==> src/rtl/tdm_demux_4.sv <==
// Four-lane TDM demultiplexer: locks to SOF, buffers slots 0..2, commits all four lanes at slot 3.
// Optional beat parity checking is enabled by defining TDM_DEMUX_PARITY_EN.
module tdm_demux_4 #(
  parameter int unsigned W = 4
) (
  input  logic         clk,
  input  logic         rst_n,
  input  logic [W-1:0] din,
  input  logic         din_valid,
  input  logic         din_sof,
`ifdef TDM_DEMUX_PARITY_EN
  input  logic         din_par,
  output logic         par_err,
`endif
  output logic [W-1:0] y0,
  output logic [W-1:0] y1,
  output logic [W-1:0] y2,
  output logic [W-1:0] y3,
  output logic         frame_valid,
  output logic         sync_err,
  output logic         locked
);

  typedef enum logic [0:0] {StHunt, StLocked} state_e;

  state_e         state_q, state_d;
  logic [1:0]     slot_q, slot_d;
  logic [W-1:0]   sh0_q, sh0_d, sh1_q, sh1_d, sh2_q, sh2_d;
  logic [W-1:0]   y0_q, y0_d, y1_q, y1_d, y2_q, y2_d, y3_q, y3_d;
  logic           fv_q, fv_d, se_q, se_d;
  logic           frame_bad_q, frame_bad_d;
  logic           pe_q, pe_d;
  logic           beat_bad;

`ifdef TDM_DEMUX_PARITY_EN
  // Even parity: din together with din_par must have an even number of ones.
  assign beat_bad = (^din) ^ din_par;
  assign par_err  = pe_q;
`else
  assign beat_bad = 1'b0;
`endif

  always_comb begin
    state_d     = state_q;
    slot_d      = slot_q;
    sh0_d       = sh0_q;
    sh1_d       = sh1_q;
    sh2_d       = sh2_q;
    y0_d        = y0_q;
    y1_d        = y1_q;
    y2_d        = y2_q;
    y3_d        = y3_q;
    frame_bad_d = frame_bad_q;
    fv_d        = 1'b0;
    se_d        = 1'b0;
    pe_d        = 1'b0;
    if (din_valid) begin
      if (din_sof) begin
        // Any SOF starts a fresh frame; mid-frame SOF is a resync error.
        if (state_q == StLocked && slot_q != 2'd0) se_d = 1'b1;
        state_d     = StLocked;
        sh0_d       = din;
        slot_d      = 2'd1;
        frame_bad_d = beat_bad;
      end else if (state_q == StLocked) begin
        unique case (slot_q)
          2'd0: begin
            se_d    = 1'b1;
            state_d = StHunt;
          end
          2'd1: begin
            sh1_d       = din;
            slot_d      = 2'd2;
            frame_bad_d = frame_bad_q | beat_bad;
          end
          2'd2: begin
            sh2_d       = din;
            slot_d      = 2'd3;
            frame_bad_d = frame_bad_q | beat_bad;
          end
          2'd3: begin
            if (frame_bad_q | beat_bad) begin
              pe_d = 1'b1;
            end else begin
              y0_d = sh0_q;
              y1_d = sh1_q;
              y2_d = sh2_q;
              y3_d = din;
              fv_d = 1'b1;
            end
            slot_d      = 2'd0;
            frame_bad_d = 1'b0;
          end
          default: ;
        endcase
      end
    end
  end

  always_ff @(posedge clk) begin
    if (!rst_n) begin
      state_q     <= StHunt;
      slot_q      <= 2'd0;
      sh0_q       <= '0;
      sh1_q       <= '0;
      sh2_q       <= '0;
      y0_q        <= '0;
      y1_q        <= '0;
      y2_q        <= '0;
      y3_q        <= '0;
      fv_q        <= 1'b0;
      se_q        <= 1'b0;
      pe_q        <= 1'b0;
      frame_bad_q <= 1'b0;
    end else begin
      state_q     <= state_d;
      slot_q      <= slot_d;
      sh0_q       <= sh0_d;
      sh1_q       <= sh1_d;
      sh2_q       <= sh2_d;
      y0_q        <= y0_d;
      y1_q        <= y1_d;
      y2_q        <= y2_d;
      y3_q        <= y3_d;
      fv_q        <= fv_d;
      se_q        <= se_d;
      pe_q        <= pe_d;
      frame_bad_q <= frame_bad_d;
    end
  end

  assign y0          = y0_q;
  assign y1          = y1_q;
  assign y2          = y2_q;
  assign y3          = y3_q;
  assign frame_valid = fv_q;
  assign sync_err    = se_q;
  assign locked      = (state_q == StLocked);

  // Parity state is unused when the check is compiled out.
  logic unused_par;
  assign unused_par = pe_q ^ beat_bad;

endmodule

==> config.mk <==
export PLATFORM = sky130hd
export DESIGN_NAME = tdm_demux_4
export DESIGN_NICKNAME = d
export VERILOG_FILES = /design/src/rtl/tdm_demux_4.sv
export SDC_FILE = /design/constraint.sdc
export NUM_CORES = 1
export LEC_CHECK = 0
export BUFFER_PORTS_ARGS = -buffer_cell sky130_fd_sc_hd__buf_2
export CORE_ASPECT_RATIO = 0.6
export CORE_MARGIN = 4
export CORE_UTILIZATION = 49
export DETAILED_ROUTE_END_ITERATION = 7
export PLACE_DENSITY = 0.84
export SLEW_MARGIN = 5
export SYNTH_ARGS = -nofsm -noshare
export SYNTH_HDL_FRONTEND = slang
export SYNTH_SLANG_ARGS = --single-unit
==> constraint.sdc <==
create_clock -name clk -period 1.6 [get_ports clk]
set_clock_uncertainty 0.2 [all_clocks]
set_input_delay 0.24 -clock clk [delete_from_list [all_inputs] [get_ports clk]]
set_output_delay 0.24 -clock clk [all_outputs]
set_load 0.005 [all_outputs]
* Word-level counts from Yosys, hierarchy flattened *
Index checks and enable logic that the tools add are counted.

cells by class
  reductions and logical operators = 14
  multiplexer cells = 14
  bitwise logic cells = 6
  equal/unequal tests = 3

operators with widths
  kind                number
  $mux 1              11
  $reduce_and 4->1    2
  $not 1->1           6
  $pmux 2 s3          1
  $reduce_and 3->1    2
  $reduce_bool 2->1   3
  $reduce_and 5->1    1
  $reduce_or 5->1     1
  $eq 2x2->1 const B  2
  $mux 2              2
  $reduce_and 2->1    2
  $reduce_bool 4->1   1
  $eq 2x1->1 const B  1
  $logic_not 2->1     1
  $logic_and 1x1->1   1

word-level totals
  output and inout port bits = 19
  logic and storage cells = 49
  input port bits = 8
  flip-flop bits (word level) = 34

* Longest topological paths before layout *
  depth in word-level cells = 4
  depth in mapped cells = 6
  mapped depth without buffers = 3

* Worst setup path before layout *
OpenSTA, ideal clock, no wires.

  path kind = register -> register
  start = reg state_q (netlist: locked)
  end = reg y2_q[3] (netlist: y2[3])
  buffers on the path = 2
  period minus slack after synthesis = 1519 ps
  library setup time = 72 ps
  cell stages (with the launch flop) = 6
  arrival time = 1247 ps
  slack = 81 ps
  cells stage by stage = dfxtp_1 -> nand2_1 -> nor4b_2 -> buf_4 -> buf_6 -> mux2i_1

between the ends
  longest elaborated chain between the ends = 1

ends and longest elaborated chain
  element                     line  source
  start: declaration          26    state_e state_q, state_d;
  start signal: assignment    102   state_q <= StHunt;
  start signal: assignment    116   state_q <= state_d;
  $reduce_and 5->1 (no line)  --
  end signal: assignment      123   y2_q <= y2_d;
  end: declaration            29    logic [W-1:0] y0_q, y0_d, y1_q, y1_d, y2_q, y2_d, y3_q, y3_d;

No other way between the ends.
A chain may end at the register's enable or synchronous reset.

* Worst setup path in the final report *
  start = reg state_q (netlist: locked)
  end = reg y1_q[3] (netlist: y1[3])

between the ends
  longest elaborated chain between the ends = 1

ends and longest elaborated chain
  element                     line  source
  $reduce_and 5->1 (no line)  --
  end signal: assignment      122   y1_q <= y1_d;
  end: declaration            29

No other way between the ends.

==> results.txt <==
row count: 14
number of diodes: 0
total CTS buffers: 5
CTS root buffer: clkbuf_8
sequential area share after synthesis: 51.2%
Syn-to-layout area delta: 25.3%
buffers plus inverters on the worst setup path: 2
vias in the first global route: 973
DR vias: 1003
I/O Pins: 27
Syn Area/Cell: 9.93 um2
actual slew at the worst max-slew pin: 0.259 ns
M1 wire length: 1.38 mm
period utilization: 95.7%
Hold EP: sh0_q[2]
IO Port Bufs: 26
Mapped Cells: 130
Leak: 0.000683 uW
synth warn: 0
drt wl/cell: 14.6 um
Slew HR: 82.7%
synth unique cells: 23
Max stage delay on crit path: 0.38 ns
CP startpoint kind: register
fin util: 64.6%
highest metal used: met4
# hold bufs at CTS: 0
Initial DRT Pass Iterations: 5
Fill cells: 210
Crit Path Max Fanout: 5
die width: 74.3 um
Crit Path Class: reg -> reg
core area: 2500 um2
DR WL met3: 176 um
DR DRC count: 0
routability-driven placement congestion ratio: 0.776
final WL: 2.86 mm
Critical Path End Type: register
GRT Util Overall: 17.1%
CTS Sinks: 33
syn_nets: 138
Reg clk slew, reported paths: 0.07 ns
Initial Util: 51.5%
layout cell share with drive strength beyond 1: 29.3%
dpl hpwl: 2.08 mm
CP Launch Point: locked
Vias/cell: 5.12
WL met2: 1.27 mm
pin count of the biggest net entering global routing: 30
synthesized area: 1290 um2
# nets final: 171
Post-DP Area: 1500 um2
Die H: 47.8 um
final std cell area, no fill: 1620 um2
Hold Path Cell Cnt: 3
max-cap check violation count: 0
number of synthesized register bits: 33
CP most frequent cell: buf_4
post-layout min period: 1.53 ns
reg2reg end: y1[3]
hold_sp: din[2]
CP cell instances: nand2_1, nor4b_4, buf_4, buf_4, mux2i_1
final setup vio count: 0
commonest non-fill, non-tap cell in the layout: nand2_1
min-delay worst type: in -> reg
Critical R2R Launch: locked
f_max: 0.653 GHz
CTS tree: built
Required @ worst endpoint: 1.61 ns
setup_tns: 0 ns
DRT iter0 DRCs: 24
Longest Clk Path Bufs: 2
antenna violations before repair: 0
Worst EP arrival: 1.54 ns
Slowest-stage cell, CP: dfxtp_2
Peak VDD IR: 0.000662 V
family with the most delay on the worst path: flip-flops
most frequent cells in the layout: nand2_1 (38), dfxtp_1 (31), buf_2 (26)
gr ovfl total: 0
fin. max-slew vios: 0
ANT nets after route: 0
stages on the worst setup path: 5
first-pass GRT wire length: 4.36 mm
status: complete, no violations
H-tree levels: 2
reg-to-reg slack, setup: 0.07 ns
Power Density: 933 nW/um2
Clock Latency Late Sink: 0.28 ns
die area: 3550 um2
Final Hold Viols: 0
Reg2Reg Depth: 5
-- state kept, by name, summed over array words and instances (netlist names) --
name	cells
frame_valid	1
locked	1
sh0_q	4
sh1_q	4
sh2_q	4
slot_q	2
sync_err	1
y0	4
y1	4
y2	4
y3	4
-- worst max path at each step --
stage / slack (ns) / end
final: 0.07 / y1[3]
after global routing: -0.02 / y0[2]
after CTS: 0.03 / y1[2]
after detailed placement: -0.04 / sh2_q[3]
after global placement: 0.05 / sh2_q[1]
after floorplan: 0.08 / y2[3]
-- stage by stage --
stage | hold slack, ns | power (uW) | setup WS, ns | cells
5_1_grt | 0.0534 | 1560 | -0.0170 | 196
3_3_place_gp | 0.239 | 939 | 0.0511 | 186
2_1_floorplan | 0.196 | 908 | 0.0813 | 130
6_report | 0.0373 | 1510 | 0.0688 | 196
3_5_place_dp | 0.244 | 944 | -0.0383 | 186
4_1_cts | 0.0367 | 1520 | 0.0290 | 194
-- worst register-to-register path: cells and delay by family, from the launching register on --
kind / cells / cell delay, ns
flip-flops: 1 / 0.38
buffers and inverters: 2 / 0.35
AND/OR/NAND/NOR: 2 / 0.34
multiplexers: 1 / 0.19
-- Yosys cell counts --
library cell	instances	share of area (%)
buf_6	2	1.7
a21boi_0	5	2.9
a31o_2	1	0.68
o21bai_1	1	0.58
o21a_1	2	1.2
dfxtp_1	33	51
buf_4	1	0.58
xnor2_1	1	0.68
nor4b_2	2	2.3
and2_1	1	0.48
inv_1	1	0.29
nand3_1	4	1.6
clkbuf_1	5	1.5
a21oi_1	1	0.39
nor3b_1	1	0.58
mux2i_1	24	19
nand2_4	1	0.87
nand2_1	38	11
nor2_1	1	0.29
buf_2	2	0.78
and3_1	1	0.48
o31ai_1	1	0.58
or4b_1	1	0.78
-- final cells by class --
type                            instances  area (um2)  share of cell area (%)
Inverter                                1        3.75                   0.232
Tap cell                               32        40.0                    2.47
Sequential cell                        33         666                    41.1
Multi-Input combinational cell         86         581                    35.9
Clock buffer                            8        80.1                    4.95
Timing Repair Buffer                   36         248                    15.3
-- routing by layer --
metal	track usage, %	up-vias
met5	0	-
met2	27.1	34
met4	6.38	0
met3	6.08	4
met1	22.0	467
li1	-	498
-- what timing repair did --
item	CTS	global route
gates cloned	0	1
setup endpoints to repair	5	11
resized for setup	3	1
buffers inserted	0	1
pin swaps	1	1
-- logic make-up after synthesis --
| family | count (synthesis) | share of synthesized area, % |
|---|---|---|
| AOI/OAI and AO/OA | 11 | 6.30 |
| xor gates and xnor gates | 1 | 0.678 |
| buffers and inverters | 11 | 4.84 |
| DFF | 33 | 51.2 |
| muxes | 24 | 18.6 |
| and+or+nand+nor | 50 | 18.4 |
-- power breakdown --
group          leakage [uW]  internal (uW)  switching, uW
Combinational      0.000376           37.2           48.6
Clock             0.0000395            309            276
Sequential         0.000268            830           9.57
Note: power is estimated with default switching activity, not from simulation.
